$ cat src/rtl/proc_controller_pkg.sv
//------------------------------------------------------------------------------
// Module   : proc_pkg
// Brief    : Shared constants for the 16-bit lab processor control path.
// Revision : 1.0 - initial release
//------------------------------------------------------------------------------
`default_nettype none

package proc_pkg;

    localparam int STATE_W = 4;
    localparam int OPC_W   = 4;
    localparam int ALU_W   = 3;

    typedef logic [STATE_W-1:0] state_t;

    localparam logic [OPC_W-1:0] OP_NOOP  = 4'h0;
    localparam logic [OPC_W-1:0] OP_STORE = 4'h1;
    localparam logic [OPC_W-1:0] OP_LOAD  = 4'h2;
    localparam logic [OPC_W-1:0] OP_ADD   = 4'h3;
    localparam logic [OPC_W-1:0] OP_SUB   = 4'h4;
    localparam logic [OPC_W-1:0] OP_HALT  = 4'h5;

    localparam logic [STATE_W-1:0] S_INIT   = 4'd0;
    localparam logic [STATE_W-1:0] S_FETCH  = 4'd1;
    localparam logic [STATE_W-1:0] S_DECODE = 4'd2;
    localparam logic [STATE_W-1:0] S_NOOP   = 4'd3;
    localparam logic [STATE_W-1:0] S_LOAD_A = 4'd4;
    localparam logic [STATE_W-1:0] S_LOAD_B = 4'd5;
    localparam logic [STATE_W-1:0] S_STORE  = 4'd6;
    localparam logic [STATE_W-1:0] S_ADD    = 4'd7;
    localparam logic [STATE_W-1:0] S_SUB    = 4'd8;
    localparam logic [STATE_W-1:0] S_HALT   = 4'd9;

    localparam logic [ALU_W-1:0] ALU_PASS = 3'b000;
    localparam logic [ALU_W-1:0] ALU_ADD  = 3'b001;
    localparam logic [ALU_W-1:0] ALU_SUB  = 3'b010;

    // Operand field positions within IR[11:0]
    localparam int RA_LSB      = 8;
    localparam int RB_LSB      = 4;
    localparam int RD_LSB      = 0;
    localparam int LD_ADDR_LSB = 4;
    localparam int ST_ADDR_LSB = 0;

endpackage

`default_nettype wire

$ cat src/rtl/proc_controller_if.sv
//------------------------------------------------------------------------------
// Module   : proc_controller_if
// Brief    : Controller-to-datapath bundle; Step exists only with PROC_CTRL_STEP_EN.
// Revision : 1.0 - initial release
//------------------------------------------------------------------------------
`default_nettype none

interface proc_controller_if
    import proc_pkg::*;
#(
    parameter int IR_W      = 16,
    parameter int D_ADDR_W  = 8,
    parameter int RF_ADDR_W = 4
);

    logic [IR_W-1:0]      IR;
    logic                 PC_clr;
    logic                 PC_up;
    logic                 IR_ld;
    logic [D_ADDR_W-1:0]  D_addr;
    logic                 D_wr;
    logic                 RF_s;
    logic [RF_ADDR_W-1:0] RF_W_addr;
    logic                 RF_W_en;
    logic [RF_ADDR_W-1:0] RF_Ra_addr;
    logic [RF_ADDR_W-1:0] RF_Rb_addr;
    logic                 RF_Ra_en;
    logic                 RF_Rb_en;
    logic [ALU_W-1:0]     ALU_s0;
    logic [STATE_W-1:0]   State;
`ifdef PROC_CTRL_STEP_EN
    logic                 Step;

    modport master (
        input  IR, Step,
        output PC_clr, PC_up, IR_ld, D_addr, D_wr, RF_s, RF_W_addr, RF_W_en,
               RF_Ra_addr, RF_Rb_addr, RF_Ra_en, RF_Rb_en, ALU_s0, State
    );
    modport slave (
        output IR, Step,
        input  PC_clr, PC_up, IR_ld, D_addr, D_wr, RF_s, RF_W_addr, RF_W_en,
               RF_Ra_addr, RF_Rb_addr, RF_Ra_en, RF_Rb_en, ALU_s0, State
    );
`else
    modport master (
        input  IR,
        output PC_clr, PC_up, IR_ld, D_addr, D_wr, RF_s, RF_W_addr, RF_W_en,
               RF_Ra_addr, RF_Rb_addr, RF_Ra_en, RF_Rb_en, ALU_s0, State
    );
    modport slave (
        output IR,
        input  PC_clr, PC_up, IR_ld, D_addr, D_wr, RF_s, RF_W_addr, RF_W_en,
               RF_Ra_addr, RF_Rb_addr, RF_Ra_en, RF_Rb_en, ALU_s0, State
    );
`endif

endinterface

`default_nettype wire

$ cat src/rtl/proc_ctrl_outdec.sv
//------------------------------------------------------------------------------
// Module   : proc_ctrl_outdec
// Brief    : Moore output decode: state plus IR operand fields to all strobes.
// Revision : 1.0 - initial release
//------------------------------------------------------------------------------
`default_nettype none

module proc_ctrl_outdec
    import proc_pkg::*;
#(
    parameter int IR_W      = 16,
    parameter int D_ADDR_W  = 8,
    parameter int RF_ADDR_W = 4
)(
    input  logic [STATE_W-1:0]     state_i,
    input  logic [IR_W-OPC_W-1:0]  operand_i,
    input  logic                   fetch_go_i,
    output logic                   pc_clr_o,
    output logic                   pc_up_o,
    output logic                   ir_ld_o,
    output logic [D_ADDR_W-1:0]    d_addr_o,
    output logic                   d_wr_o,
    output logic                   rf_s_o,
    output logic [RF_ADDR_W-1:0]   rf_w_addr_o,
    output logic                   rf_w_en_o,
    output logic [RF_ADDR_W-1:0]   rf_ra_addr_o,
    output logic [RF_ADDR_W-1:0]   rf_rb_addr_o,
    output logic                   rf_ra_en_o,
    output logic                   rf_rb_en_o,
    output logic [ALU_W-1:0]       alu_s0_o
);

    always_comb begin
        pc_clr_o     = 1'b0;
        pc_up_o      = 1'b0;
        ir_ld_o      = 1'b0;
        d_addr_o     = '0;
        d_wr_o       = 1'b0;
        rf_s_o       = 1'b0;
        rf_w_addr_o  = '0;
        rf_w_en_o    = 1'b0;
        rf_ra_addr_o = '0;
        rf_rb_addr_o = '0;
        rf_ra_en_o   = 1'b0;
        rf_rb_en_o   = 1'b0;
        alu_s0_o     = ALU_PASS;
        case (state_i)
            S_INIT: begin
                pc_clr_o = 1'b1;
            end
            S_FETCH: begin
                ir_ld_o = fetch_go_i;
                pc_up_o = fetch_go_i;
            end
            // LOAD_A only waits out the synchronous RAM read; LOAD_B commits it
            S_LOAD_A, S_LOAD_B: begin
                d_addr_o    = operand_i[LD_ADDR_LSB +: D_ADDR_W];
                rf_s_o      = 1'b1;
                rf_w_addr_o = operand_i[RD_LSB +: RF_ADDR_W];
                rf_w_en_o   = (state_i == S_LOAD_B);
            end
            S_STORE: begin
                d_addr_o     = operand_i[ST_ADDR_LSB +: D_ADDR_W];
                d_wr_o       = 1'b1;
                rf_ra_addr_o = operand_i[RA_LSB +: RF_ADDR_W];
                rf_ra_en_o   = 1'b1;
            end
            S_ADD, S_SUB: begin
                rf_ra_addr_o = operand_i[RA_LSB +: RF_ADDR_W];
                rf_rb_addr_o = operand_i[RB_LSB +: RF_ADDR_W];
                rf_ra_en_o   = 1'b1;
                rf_rb_en_o   = 1'b1;
                rf_w_addr_o  = operand_i[RD_LSB +: RF_ADDR_W];
                rf_w_en_o    = 1'b1;
                alu_s0_o     = (state_i == S_ADD) ? ALU_ADD : ALU_SUB;
            end
            default: begin
            end
        endcase
    end

endmodule

`default_nettype wire

$ cat src/rtl/proc_controller.sv
//------------------------------------------------------------------------------
// Module   : proc_controller
// Brief    : Fetch/decode/execute FSM for the lab processor; PROC_CTRL_STEP_EN adds single-step.
// Revision : 1.0 - initial release
//------------------------------------------------------------------------------
`default_nettype none

module proc_controller
    import proc_pkg::*;
#(
    parameter int IR_W      = 16,
    parameter int D_ADDR_W  = 8,
    parameter int RF_ADDR_W = 4
)(
    input  logic              Clk,
    input  logic              Rst,
    proc_controller_if.master bus
);

    logic [STATE_W-1:0] state_q;
    logic [STATE_W-1:0] state_d;
    logic [OPC_W-1:0]   opcode;
    logic               fetch_go;

    assign opcode = bus.IR[IR_W-1 -: OPC_W];

`ifdef PROC_CTRL_STEP_EN
    assign fetch_go = bus.Step;
`else
    assign fetch_go = 1'b1;
`endif

    always_comb begin
        state_d = state_q;
        case (state_q)
            S_INIT:   state_d = S_FETCH;
            S_FETCH:  state_d = fetch_go ? S_DECODE : S_FETCH;
            S_DECODE: begin
                case (opcode)
                    OP_NOOP:  state_d = S_NOOP;
                    OP_STORE: state_d = S_STORE;
                    OP_LOAD:  state_d = S_LOAD_A;
                    OP_ADD:   state_d = S_ADD;
                    OP_SUB:   state_d = S_SUB;
                    OP_HALT:  state_d = S_HALT;
                    default:  state_d = S_HALT;
                endcase
            end
            S_NOOP:   state_d = S_FETCH;
            S_LOAD_A: state_d = S_LOAD_B;
            S_LOAD_B: state_d = S_FETCH;
            S_STORE:  state_d = S_FETCH;
            S_ADD:    state_d = S_FETCH;
            S_SUB:    state_d = S_FETCH;
            S_HALT:   state_d = S_HALT;
            default:  state_d = S_INIT;
        endcase
    end

    always_ff @(posedge Clk or negedge Rst) begin
        if (!Rst) begin
            state_q <= S_INIT;
        end else begin
            state_q <= state_d;
        end
    end

    assign bus.State = state_q;

    proc_ctrl_outdec #(
        .IR_W      (IR_W),
        .D_ADDR_W  (D_ADDR_W),
        .RF_ADDR_W (RF_ADDR_W)
    ) u_outdec (
        .state_i      (state_q),
        .operand_i    (bus.IR[IR_W-OPC_W-1:0]),
        .fetch_go_i   (fetch_go),
        .pc_clr_o     (bus.PC_clr),
        .pc_up_o      (bus.PC_up),
        .ir_ld_o      (bus.IR_ld),
        .d_addr_o     (bus.D_addr),
        .d_wr_o       (bus.D_wr),
        .rf_s_o       (bus.RF_s),
        .rf_w_addr_o  (bus.RF_W_addr),
        .rf_w_en_o    (bus.RF_W_en),
        .rf_ra_addr_o (bus.RF_Ra_addr),
        .rf_rb_addr_o (bus.RF_Rb_addr),
        .rf_ra_en_o   (bus.RF_Ra_en),
        .rf_rb_en_o   (bus.RF_Rb_en),
        .alu_s0_o     (bus.ALU_s0)
    );

endmodule

`default_nettype wire

$ cat src/flat_wrapper.sv
// flat-port wrapper written by rule: the top's interface ports become plain ports
module proc_controller_flat import proc_pkg::*;
#(
    parameter int IR_W      = 16,
    parameter int D_ADDR_W  = 8,
    parameter int RF_ADDR_W = 4
)
  (Clk, Rst, bus_IR, bus_PC_clr, bus_PC_up, bus_IR_ld, bus_D_addr, bus_D_wr, bus_RF_s, bus_RF_W_addr, bus_RF_W_en, bus_RF_Ra_addr, bus_RF_Rb_addr, bus_RF_Ra_en, bus_RF_Rb_en, bus_ALU_s0, bus_State);
  proc_controller_if #(.IR_W(IR_W), .D_ADDR_W(D_ADDR_W), .RF_ADDR_W(RF_ADDR_W)) bus_i ();
  input  logic Clk;
  input  logic Rst;
  input wire logic [$bits(bus_i.IR)-1:0] bus_IR;
  output wire logic [$bits(bus_i.PC_clr)-1:0] bus_PC_clr;
  output wire logic [$bits(bus_i.PC_up)-1:0] bus_PC_up;
  output wire logic [$bits(bus_i.IR_ld)-1:0] bus_IR_ld;
  output wire logic [$bits(bus_i.D_addr)-1:0] bus_D_addr;
  output wire logic [$bits(bus_i.D_wr)-1:0] bus_D_wr;
  output wire logic [$bits(bus_i.RF_s)-1:0] bus_RF_s;
  output wire logic [$bits(bus_i.RF_W_addr)-1:0] bus_RF_W_addr;
  output wire logic [$bits(bus_i.RF_W_en)-1:0] bus_RF_W_en;
  output wire logic [$bits(bus_i.RF_Ra_addr)-1:0] bus_RF_Ra_addr;
  output wire logic [$bits(bus_i.RF_Rb_addr)-1:0] bus_RF_Rb_addr;
  output wire logic [$bits(bus_i.RF_Ra_en)-1:0] bus_RF_Ra_en;
  output wire logic [$bits(bus_i.RF_Rb_en)-1:0] bus_RF_Rb_en;
  output wire logic [$bits(bus_i.ALU_s0)-1:0] bus_ALU_s0;
  output wire logic [$bits(bus_i.State)-1:0] bus_State;
  assign bus_i.IR = bus_IR;
  assign bus_PC_clr = bus_i.PC_clr;
  assign bus_PC_up = bus_i.PC_up;
  assign bus_IR_ld = bus_i.IR_ld;
  assign bus_D_addr = bus_i.D_addr;
  assign bus_D_wr = bus_i.D_wr;
  assign bus_RF_s = bus_i.RF_s;
  assign bus_RF_W_addr = bus_i.RF_W_addr;
  assign bus_RF_W_en = bus_i.RF_W_en;
  assign bus_RF_Ra_addr = bus_i.RF_Ra_addr;
  assign bus_RF_Rb_addr = bus_i.RF_Rb_addr;
  assign bus_RF_Ra_en = bus_i.RF_Ra_en;
  assign bus_RF_Rb_en = bus_i.RF_Rb_en;
  assign bus_ALU_s0 = bus_i.ALU_s0;
  assign bus_State = bus_i.State;
  proc_controller #(.IR_W(IR_W), .D_ADDR_W(D_ADDR_W), .RF_ADDR_W(RF_ADDR_W)) u_core (.Clk(Clk), .Rst(Rst), .bus(bus_i));
endmodule
$ cat config.mk
export PLATFORM = sky130hd
export DESIGN_NAME = proc_controller_flat
export DESIGN_NICKNAME = d
export VERILOG_FILES = /design/src/rtl/proc_controller_pkg.sv /design/src/rtl/proc_controller_if.sv /design/src/rtl/proc_ctrl_outdec.sv /design/src/rtl/proc_controller.sv /design/src/flat_wrapper.sv
export SDC_FILE = /design/constraint.sdc
export NUM_CORES = 1
export LEC_CHECK = 0
export ABC_AREA = 1
export BUFFER_PORTS_ARGS = -buffer_cell sky130_fd_sc_hd__buf_2
export CORE_MARGIN = 4
export CORE_UTILIZATION = 31
export DETAILED_ROUTE_END_ITERATION = 8
export GPL_TIMING_DRIVEN = 0
export HOLD_SLACK_MARGIN = 0.15
export PLACE_DENSITY = 0.72
export SETUP_SLACK_MARGIN = 0.05
export SLEW_MARGIN = 30
export SYNTH_ARGS = -nofsm -noshare
export SYNTH_HDL_FRONTEND = slang
export SYNTH_SLANG_ARGS = --single-unit
export TNS_END_PERCENT = 100
$ cat constraint.sdc
create_clock -name Clk -period 1.09 [get_ports Clk]
set_input_delay 0.1635 -clock Clk [delete_from_list [all_inputs] [get_ports Clk]]
set_output_delay 0.1635 -clock Clk [all_outputs]
set_load 0.03 [all_outputs]
==> run metrics <==
fillcell total between 70 and 80; Ant. Diodes 0; slowest cell on the critical path dfrtp_2; horizontal die dimension approximately 50 µm; number of levels the H-tree was split into 1; setup slack of the critical path after layout -564 ps; remaining antenna violation count after routing 0; Yosys reg bits 4; area of the core around 1600 µm²; share of final-layout standard cells stronger than drive strength 1 between 70% and 80%; post-route insts no fill around 180; die height slightly below 50 µm; full die area between 2000 and 2500 µm²; IO Pins 53; setup repair after global routing missed its margin yes; buffering stage count on the worst path with inverters included 2; worst-case reg-to-reg path depth 5; category of the worst setup path capture point output pin; number of global-route vias before repair just under 900; router iterations before antenna repair 4; TritonCTS clock tree built; mapped cell area ~530 µm²; destination of the worst register-to-register timing path u_core.bus.State[0]; antenna violations before repair 0; gate family responsible for the most delay along the worst path simple AND/OR/NAND/NOR gates; total power draw ~2.8 mW; clock root cell clkbuf_4; count of unresolved DRC violations after routing 0; area occupied by multi-input gates between 400 and 500 µm²; final critical-path share of the clock period 152%; sequential element share of the synthesized area around a fifth; achievable frequency around 600 MHz; peak supply drop between 1.5 and 2 mV; 1st-iter DRT viols 8; Fin Hold WS between 200 and 300 ps; type of the tightest min-delay check input port to asynchronous set/reset pin; power density over the cells around 2000 nW/µm²; number of violations of the max-capacitance limit 0; Final #Nets approximately 190; worst skew pair latency approximately 230 ps; class of the most critical setup path flip-flop to output pin; maximum number of pins on one net before global-route repair 9; total vias in the final route around 900; category of the worst setup path launch point flip-flop; Starting Density around a third; cell repeated most along the worst path nand3_4; Port Buf Inserts 51; first-pass GRT wire length a little under 4000 µm; violations in the final reports negative setup slack; crit path max fanout 8; final HPWL from detailed placement approximately 1500 µm; number of clock buffers inserted by TritonCTS 3; data arrival time at the worst-slack endpoint 1490 ps; detailed-route vias per instance approximately 5; run status finished, violations left; routed wire length approximately 2700 µm; LEAKAGE between 0.8 and 0.9 nW; sink count of the clock tree 4; number of endpoints with negative hold slack in the final report 0; Reg2Reg Setup Slack -30 ps; final setup violating endpoints 33; max reg flops 4; Crit Reg-Reg Startpoint u_core.bus.State[2]; max-slew violations 0; number of warnings reported in the yosys synthesis log 0; Placed Instances 163; clock-pin slew of the registers on the worst-case setup and hold paths ~30 ps; accumulated negative setup slack -14,420 ps; Mean Syn Cell Area about 5.6 µm²; peak per-stage delay on the critical path ~450 ps; routed length per instance between 10 and 15 µm; Mapped Nets approximately 110; Post-Syn Instances between 90 and 100; crit path time final 1650 ps; required time at the endpoint of the critical path 930 ps; Final Wtd Congestion 0.753; global routing usage summed across all routing layers 19.7%; Sequential cell area between 100 and 150 µm²; number of standard-cell rows in the floorplan 14; final setup skew 0.777 ps; overflow left after global routing 0; post-synthesis to final-layout area growth 162%; series of cell instances along the critical path nor2_4 -> nand3_4 -> nand3_4 -> nand2_1 -> inv_2 -> buf_6; number of distinct library cell variants in the gate-level netlist after synthesis 18; maximum root-to-sink buffer count 2
==> synthesized netlist by cell type, drive strengths merged <==
cell,instances,share of area (%)
a21oi,4,3.7
buf,2,2.8
conb,1,0.70
dfrtp,4,19
inv,25,18
nand2,29,21
nand3,8,10
nand4,2,5.2
nor2,8,7.5
nor3,1,0.94
o21ai,12,11
==> worst max-delay path by stage <==
stage | start | end | slack [ps] | cells after the start
floorplan | u_core.bus.State[2] | bus_RF_Ra_addr[0] | -320 | 6
global placement | u_core.bus.State[3] | bus_RF_W_addr[3] | -300 | 6
detailed placement | u_core.bus.State[2] | bus_D_addr[5] | -330 | 7
CTS | u_core.bus.State[1] | bus_RF_W_addr[1] | -500 | 6
global route | u_core.bus.State[2] | bus_RF_W_addr[0] | -630 | 6
finish | u_core.bus.State[2] | bus_RF_W_addr[0] | -560 | 6
==> stage by stage <==
step	setup WS, ps	cell area [µm²]	util (%)
2_1_floorplan	-322	661	-
3_3_place_gp	-303	936	60.0
3_5_place_dp	-326	936	60.0
4_1_cts	-496	1290	82.8
5_1_grt	-635	1400	89.6
6_report	-564	1400	89.6
==> placed cells by master (no fill, tap or decap), drive strengths merged <==
cell type    netlist  routed
clkbuf             0       3
nand4              2       2
nor3               1       1
buf                2      70
conb               1       1
dfrtp              4       4
o21ai             12      12
a21oi              4       4
inv               25      25
nand3              8       8
dlygate4sd3        0       1
nand2             29      29
nor2               8       8
==> layout make-up <==
class | instances | share of cell area [%]
buffer | 2 | 1.34
clock buffer | 3 | 1.61
sequential | 4 | 7.52
tap | 16 | 1.43
multi-input combinational | 65 | 35.2
timing repair buffer | 69 | 44.9
inverter | 25 | 7.97
==> where the power goes <==
part | switching [mW] | internal [mW]
clock | 0.0567 | 0.123
combinational | 1.23 | 0.979
sequential | 0.161 | 0.219
total | 1.45 | 1.32
==> worst reg2reg max path, cell delays in order (launching register included) <==
cell and delay, ps:
dfrtp_2 450, nor2_4 170, buf_4 140, nand3_2 90
nand2_1 80, nand2_1 60
==> routing by layer <==
layer	GRT usage, %	vias to the layer above	part of all wire [%]
met3	3.61	8	8.1
met4	8.29	0	2.6
met5	0	-	0
li1	-	436	-
met2	39.1	48	55
met1	19.7	426	34
==> cell families after synthesis <==
logic type | count (synthesis) | synth area share [%]
AOI/OAI and AO/OA | 16 | 15.0
DFF | 4 | 18.7
other | 1 | 0.702
buffers and inverters | 27 | 20.4
and+or+nand+nor | 48 | 45.2
==> what timing repair did <==
item                                    CTS  global route
pin swaps                                 7             6
gates cloned                              0             0
setup buffers                            11             7
endpoints found under the setup margin   37            38
hold endpoints to repair                  4             0
gates resized for setup                  78            19
hold buffers                              1             0
Note: power is estimated with default switching activity, not from simulation.
